--- src/rtl/pipe_mem_defs.sv ---
// Shared definitions for the IF/DM memory arbiter: state and grant encodings,
// default widths, the nop word and the grant-selection helper.
package pipe_mem_defs;

  localparam int unsigned DEF_AW = 32;
  localparam int unsigned DEF_DW = 32;
  localparam int unsigned WAIT_W = 8;
  localparam logic [31:0] NOP_WORD = 32'h0000_0000;

  typedef enum logic [1:0] {
    IDLE    = 2'd0,
    BUSY_IF = 2'd1,
    BUSY_DM = 2'd2,
    RESP    = 2'd3
  } arb_state_e;

  typedef enum logic {
    GNT_IF = 1'b0,
    GNT_DM = 1'b1
  } gnt_e;

  // Tie-break: fixed DM priority, or alternate away from the last winner when rr_en.
  function automatic gnt_e arb_pick(input logic if_req, input logic dm_req,
                                    input gnt_e last_gnt, input logic rr_en);
    gnt_e pick;
    pick = GNT_IF;
    if (if_req && dm_req) begin
      if (rr_en) pick = (last_gnt == GNT_DM) ? GNT_IF : GNT_DM;
      else       pick = GNT_DM;
    end else if (dm_req) begin
      pick = GNT_DM;
    end
    return pick;
  endfunction

endpackage

--- src/rtl/mem_wait_timer.sv ---
// Wait counter for a pending memory access: synchronous clear, count enable,
// terminal-count flag when the count reaches MAX_WAIT.
module mem_wait_timer
  import pipe_mem_defs::*;
#(
  parameter int unsigned MAX_WAIT = 15
) (
  input  logic clock,
  input  logic resetn,
  input  logic clr,
  input  logic en,
  output logic tc
);

  logic [WAIT_W-1:0] count;

  assign tc = (count == WAIT_W'(MAX_WAIT));

  // Holds at terminal count so a stalled caller never wraps.
  always_ff @(posedge clock or negedge resetn) begin
    if (!resetn) begin
      count <= '0;
    end else if (clr) begin
      count <= '0;
    end else if (en && !tc) begin
      count <= count + WAIT_W'(1);
    end
  end

endmodule

--- src/rtl/pipe_mem_arbiter.sv ---
// Arbitrates the IF and DM ports onto one single-ported memory with a
// request/ready handshake. Define ARB_RR_EN for round-robin tie-breaking.
module pipe_mem_arbiter
  import pipe_mem_defs::*;
#(
  parameter int unsigned AW       = DEF_AW,
  parameter int unsigned DW       = DEF_DW,
  parameter int unsigned MAX_WAIT = 15
) (
  input  logic          clock,
  input  logic          resetn,
  input  logic          if_req,
  input  logic [AW-1:0] if_addr,
  output logic          if_ack,
  output logic [DW-1:0] if_rdata,
  input  logic          dm_req,
  input  logic          dm_we,
  input  logic [AW-1:0] dm_addr,
  input  logic [DW-1:0] dm_wdata,
  output logic          dm_ack,
  output logic [DW-1:0] dm_rdata,
  output logic          if_stall,
  output logic          dm_stall,
  output logic          mem_req,
  output logic          mem_we,
  output logic [AW-1:0] mem_addr,
  output logic [DW-1:0] mem_wdata,
  input  logic          mem_rdy,
  input  logic [DW-1:0] mem_rdata,
  output logic          timeout
);

  arb_state_e state, state_nxt;
  gnt_e       gnt_c;
  logic       busy_c;
  logic       start_c;
  logic       done_c;
  logic       wait_tc;

  assign if_stall = if_req & ~if_ack;
  assign dm_stall = dm_req & ~dm_ack;

  assign busy_c  = (state == BUSY_IF) || (state == BUSY_DM);
  assign start_c = (state == IDLE) && (if_req || dm_req);
  assign done_c  = busy_c && (mem_rdy || wait_tc);

`ifdef ARB_RR_EN
  gnt_e last_gnt;

  assign gnt_c = arb_pick(if_req, dm_req, last_gnt, 1'b1);

  // Remembers the most recent winner so the other port takes the next tie.
  always_ff @(posedge clock or negedge resetn) begin
    if (!resetn) begin
      last_gnt <= GNT_IF;
    end else if (start_c) begin
      last_gnt <= gnt_c;
    end
  end
`else
  assign gnt_c = arb_pick(if_req, dm_req, GNT_IF, 1'b0);
`endif

  mem_wait_timer #(
    .MAX_WAIT (MAX_WAIT)
  ) u_wait_timer (
    .clock  (clock),
    .resetn (resetn),
    .clr    (!busy_c),
    .en     (busy_c && !mem_rdy),
    .tc     (wait_tc)
  );

  always_ff @(posedge clock or negedge resetn) begin
    if (!resetn) begin
      state <= IDLE;
    end else begin
      state <= state_nxt;
    end
  end

  always_comb begin
    state_nxt = state;
    case (state)
      IDLE: begin
        if (start_c) state_nxt = (gnt_c == GNT_DM) ? BUSY_DM : BUSY_IF;
      end
      BUSY_IF, BUSY_DM: begin
        if (done_c) state_nxt = RESP;
      end
      RESP:    state_nxt = IDLE;
      default: state_nxt = IDLE;
    endcase
  end

  // Memory command, response capture, ack pulses and sticky timeout flag.
  always_ff @(posedge clock or negedge resetn) begin
    if (!resetn) begin
      mem_req   <= 1'b0;
      mem_we    <= 1'b0;
      mem_addr  <= '0;
      mem_wdata <= '0;
      if_ack    <= 1'b0;
      dm_ack    <= 1'b0;
      if_rdata  <= '0;
      dm_rdata  <= '0;
      timeout   <= 1'b0;
    end else begin
      if_ack <= 1'b0;
      dm_ack <= 1'b0;
      if (start_c) begin
        mem_req <= 1'b1;
        if (gnt_c == GNT_DM) begin
          mem_we    <= dm_we;
          mem_addr  <= dm_addr;
          mem_wdata <= dm_wdata;
        end else begin
          mem_we    <= 1'b0;
          mem_addr  <= if_addr;
          mem_wdata <= '0;
        end
      end
      if (done_c) begin
        mem_req <= 1'b0;
        mem_we  <= 1'b0;
        if (!mem_rdy) timeout <= 1'b1;
        if (state == BUSY_DM) begin
          dm_ack   <= 1'b1;
          dm_rdata <= mem_rdy ? mem_rdata : DW'(NOP_WORD);
        end else begin
          if_ack   <= 1'b1;
          if_rdata <= mem_rdy ? mem_rdata : DW'(NOP_WORD);
        end
      end
    end
  end

endmodule

--- config.mk ---
export PLATFORM = sky130hd
export DESIGN_NAME = pipe_mem_arbiter
export DESIGN_NICKNAME = d
export VERILOG_FILES = /design/src/rtl/pipe_mem_defs.sv /design/src/rtl/mem_wait_timer.sv /design/src/rtl/pipe_mem_arbiter.sv
export SDC_FILE = /design/constraint.sdc
export NUM_CORES = 1
export LEC_CHECK = 0
export CAP_MARGIN = 30
export CELL_PAD_IN_SITES_DETAIL_PLACEMENT = 1
export CELL_PAD_IN_SITES_GLOBAL_PLACEMENT = 1
export CORE_MARGIN = 2
export CORE_UTILIZATION = 32
export CTS_BUF_LIST = sky130_fd_sc_hd__clkbuf_4 sky130_fd_sc_hd__clkbuf_8
export DETAILED_ROUTE_END_ITERATION = 7
export GPL_TIMING_DRIVEN = 0
export PLACE_DENSITY = 0.92
export SYNTH_ARGS = -nofsm -noshare
export SYNTH_HDL_FRONTEND = slang
export SYNTH_SLANG_ARGS = --single-unit
--- constraint.sdc ---
create_clock -name clock -period 2.3 [get_ports clock]
set_input_delay 0.46 -clock clock [delete_from_list [all_inputs] [get_ports clock]]
set_output_delay 0.46 -clock clock [all_outputs]
set_load 0.03 [all_outputs]
# ---- Word-level counts from Yosys, hierarchy flattened
# Cells that the tools add are included.
dict set report classes {
  reduce_logical 17
  n_addsub 1
  n_bitwise 6
  n_eq_ne 7
  mux 20
}
# operator count
set ops {}
lappend ops {{two-way mux 32 bit} 3}
lappend ops {{two-way mux 8 bit} 2}
lappend ops {{two-way mux 1 bit} 11}
lappend ops {{adder 8 x 1 -> 8 bit, second input constant} 1}
lappend ops {{equality test 8 x 4 -> 1 bit, second input constant} 1}
lappend ops {{AND reduction 2 bit} 4}
lappend ops {{two-way mux 2 bit} 3}
lappend ops {{case mux 2 bit (3 select lines)} 1}
lappend ops {{logical AND 1 bit} 5}
lappend ops {{equality test 2 bit, second input constant} 2}
lappend ops {{inequality test 2 bit, second input constant} 2}
lappend ops {{inverter 1 bit} 4}
lappend ops {{logical OR 1 bit} 3}
lappend ops {{AND 1 bit} 2}
lappend ops {{equality test 2 x 1 -> 1 bit, second input constant} 1}
lappend ops {{logical NOT 1 bit} 2}
lappend ops {{logical NOT 2 bit} 1}
lappend ops {{inequality test 2 x 1 -> 1 bit, second input constant} 1}
lappend ops {{nonzero test 2 bit} 1}
lappend ops {{OR reduction 2 bit} 1}
dict set report totals {
  elab_cells 62
  regBits 143
}

# ---- Depth between registers and ports, before layout
dict set report logic_depth {
  word_depth 6
  ltp_mapped 8
  depth_no_buf 5
}

# ---- Hierarchy
# A second synthesis with hierarchy kept.
dict set report unflattened {
  cells_unflattened 532
  hier_area_um2 5793.1
}
# module n_inst cells_per_inst area_per_inst_um2 seq_area_each_um2
set by_module_without_submodules {}
lappend by_module_without_submodules {pipe_mem_arbiter 1 489 5351.4 3378.2}
lappend by_module_without_submodules {mem_wait_timer 1 43 441.7 200.2}

# ---- Worst setup path before layout
# OpenSTA, ideal clock, no wires.
dict set report synth_path {
  path_type {in2out}
  from {input port dm_req}
  to {output port dm_stall}
  stages 3
  setup_slack_ps 432
  path_buffers 2
  t_arrival_ps 1408
  path_cell_list {buf_2 buf_2 nor2b_1}
}
dict set report synth_via {
  elab_chain_cells 1
}
# element line
set synth_rtl {}
lappend synth_rtl {{start, declared} pipe_mem_arbiter.sv:16} ;# input logic dm_req,
lappend synth_rtl {{AND 1 bit} pipe_mem_arbiter.sv:41} ;# assign dm_stall = dm_req & ~dm_ack;
lappend synth_rtl {{end, declared} pipe_mem_arbiter.sv:23} ;# output logic dm_stall,
# No other way between the ends.

# ---- Worst setup path in the final report
# Same ends and word-level chain as after synthesis.

==> results.py <==
metrics = {
    "placement": {
        "post_dp_cell_area_mm2": 0.00923,
        "numPortBuffers": 268,
        "place.gp.congestion": 0.833,
        "dp_hpwl_um": 17200,
    },
    "finish": {
        "n_antenna_cell": 0,
        "fillers": 2057,
        "drive_gt1_frac": 0.0613,
        "fin_util": 0.517,
        "synthToLayoutAreaGrowth_pct": 57.2,
        "fin_nets": 1008,
        "final_area_mm2": 0.00973,
    },
    "sta": {
        "holdWs_ns": 0.476,
        "tightest_slew_ns": 0.643,
        "finalSetupTns_ns": 0,
        "slew_violations": 0,
        "min_period_over_period": 0.979,
        "period_minus_slack_ns": 2.25,
        "max_freq_mhz": 444,
        "slew_headroom": 0.568,
        "setup_violations": 0,
        "hold_viol": 0,
        "fin_skew_ns": 0.0136,
    },
    "power_and_ir_drop": {
        "irDropWorstVdd_uv": 816,
        "power_leakage_uw": 0.00444,
        "power_uw": 15600,
        "p_per_area_mw_per_mm2": 1600,
    },
    "setup_path": {
        "cp-end-kind": "output pin",
        "crit_slowest_cell": "clkdlybuf4s50_1",
        "r2r_slack_ns": 0.16,
        "cp-start-kind": "input port",
        "crit_path_max_fanout": 10,
        "cp.arrival_ns": 1.79,
        "critPathKind": "input port to output pin",
        "critPathRequiredTime_ns": 1.84,
        "crit_path_max_incr_delay_ns": 0.53,
        "worstPathCellList": "clkdlybuf4s50_1 -> buf_6 -> buf_8 -> nor2b_1 -> clkdlybuf4s15_2",
    },
    "clock_tree": {
        "clkTransAtPathRegs_ns": 0.07,
        "cts_buffer_depth": 2,
        "cts_htree_levels": 4,
        "cts.sinks": 143,
        "cts_tree": "yes",
        "cts-buffers-inserted": 17,
        "post-cts-setup-buffers": 0,
        "clk_latency_ns": 0.46,
        "cts_root_buf": "clkbuf_8",
    },
    "logic_synthesis": {
        "syn_inst": 581,
        "synthArstFlopShare": 1.00,
        "synth_top_area_share": 0.578,
        "ys_top_cells_by_count": "dfrtp_1, o21ai_0, inv_1, a22oi_1, nand2_1",
        "syn-cell-area_mm2": 0.00619,
        "synth_nets": 719,
        "syn_area_per_cell_um2": 10.7,
        "synth.distinct_cells": 36,
        "synthTopCellsByArea": "dfrtp_1, a22oi_1, o21ai_0, mux2i_1, a22o_1",
        "seq_area_frac_synth": 0.578,
        "yosysMostFrequentCell": "dfrtp_1",
        "synth-seq-cells": 143,
        "synth.largest_area_cell": "dfrtp_1",
        "synth-edff-count": 0,
        "yosys_warnings": 0,
        "synth_flop_cell": "dfrtp_1",
    },
    "die": {
        "start_util": 0.329,
        "io_pins": 269,
        "rows": 50,
        "fp.dieW_um": 143,
        "die_h_um": 143,
        "dieArea_mm2": 0.0205,
        "core_mm2": 0.0188,
    },
    "global_routing": {
        "antenna_found_initial": 0,
        "grt.total_usage": 0.227,
        "grt_max_degree": 96,
        "grt_pass1_vias": 6460,
        "grt_overflow": 0,
        "grt_pass1_wl_um": 35400,
    },
    "detailed_routing": {
        "drtPass1Iterations": 4,
        "wl_per_cell_um": 20.1,
        "route.detailed.drc": 0,
        "routed_wl_um": 22900,
        "antenna_left": 0,
        "drt_iter0_markers": 304,
        "vias": 5728,
        "vias_per_cell": 5.02,
    },
    "min_path": {
        "hp-class": "flop to flop",
    },
    "run": {
        "maxCapViolations": 0,
    },
    "status": {
        "outcome": "complete, no violations",
    },
}
-- per-stage QoR --
step           cells  setup WS (ns)
2_1_floorplan    581          0.432
3_3_place_gp    1109          -5.12
3_5_place_dp    1110         -0.614
4_1_cts         1141         0.0171
5_1_grt         1141       -0.00499
6_report        1141         0.0472
-- registers in the layout, summed over array words and instances, names as in the netlist --
signal / flops
if_ack: 1
timeout: 1
dm_rdata: 32
mem_addr: 32
state: 2
mem_wdata: 32
u_wait_timer.count: 8
mem_we: 1
dm_ack: 1
mem_req: 1
if_rdata: 32
-- critical path, delay by kind of cell --
family,cells,cell delay [ns]
AND/OR/NAND/NOR,1,0.14
buffers and inverters,4,1.18
-- power breakdown --
part           internal, µW  switching, µW
Combinational          3530           5030
Sequential             3730            876
Clock                  1430            989
-- path summary, 6_finish.rpt --
| path | start | cells after the start | to |
|---|---|---|---|
| worst max-delay path | dm_req | 5 | dm_stall |
| worst min-delay path | timeout | 1 | timeout |
| worst max register to register | state[0] | 8 | dm_rdata[7] |
| worst min register to register | timeout | 1 | timeout |
| max in group asynchronous | resetn | 3 | if_rdata[19] |
| min in group asynchronous | resetn | 2 | mem_addr[26] |
-- final cells by class --
| type | count | area [µm²] | area share |
|---|---|---|---|
| well taps | 260 | 325 | 0.0334 |
| multi-input cells | 326 | 2150 | 0.221 |
| clock inverters | 8 | 175 | 0.0180 |
| clock buffers | 22 | 303 | 0.0311 |
| plain buffers | 43 | 218 | 0.0224 |
| flip-flops and latches | 143 | 3580 | 0.368 |
| inverters | 69 | 259 | 0.0266 |
| repair buffers | 270 | 2720 | 0.280 |
-- kinds of logic (layout without fill, tap and decap cells) --
| logic type | after synthesis | in the layout | share of synthesized area |
|---|---|---|---|
| compound gates | 215 | 215 | 0.224 |
| flops | 143 | 143 | 0.578 |
| mux | 36 | 36 | 0.0584 |
| simple gates | 71 | 71 | 0.0576 |
| fa+ha+maj | 4 | 4 | 0.00809 |
| buf+inv | 112 | 412 | 0.0740 |
-- metal layers --
layer  share of wire  wire [µm]  GRT usage
met4           0.030        685     0.0964
met3           0.048       1090     0.0537
met5               0          0          0
met2            0.53      12100      0.401
met1            0.40       9110      0.263
-- layout by cell type (no fill, tap or decap), drive strengths merged, types with 2 or more instances in the layout --
master and count:
clkdlybuf4s50 265, dfrtp 143, o21ai 102, inv 70, a22oi 65, clkbuf 49
nand2 40, mux2i 35, a22o 32, buf 18, a21oi 8, nor2b 6
or3 5, bufinv 5, ha 4, nand2b 3, nand4b 3, nor3 2
nor2 2, and2 2, nor3b 2, a211oi 2
-- timing repair --
item	CTS	global route
hold buffers	1	0
resized for setup	8	5
pin swaps	0	0
endpoints found under the hold margin	48	0
endpoints found under the setup margin	2	15
(Power assumes the default switching activity.)
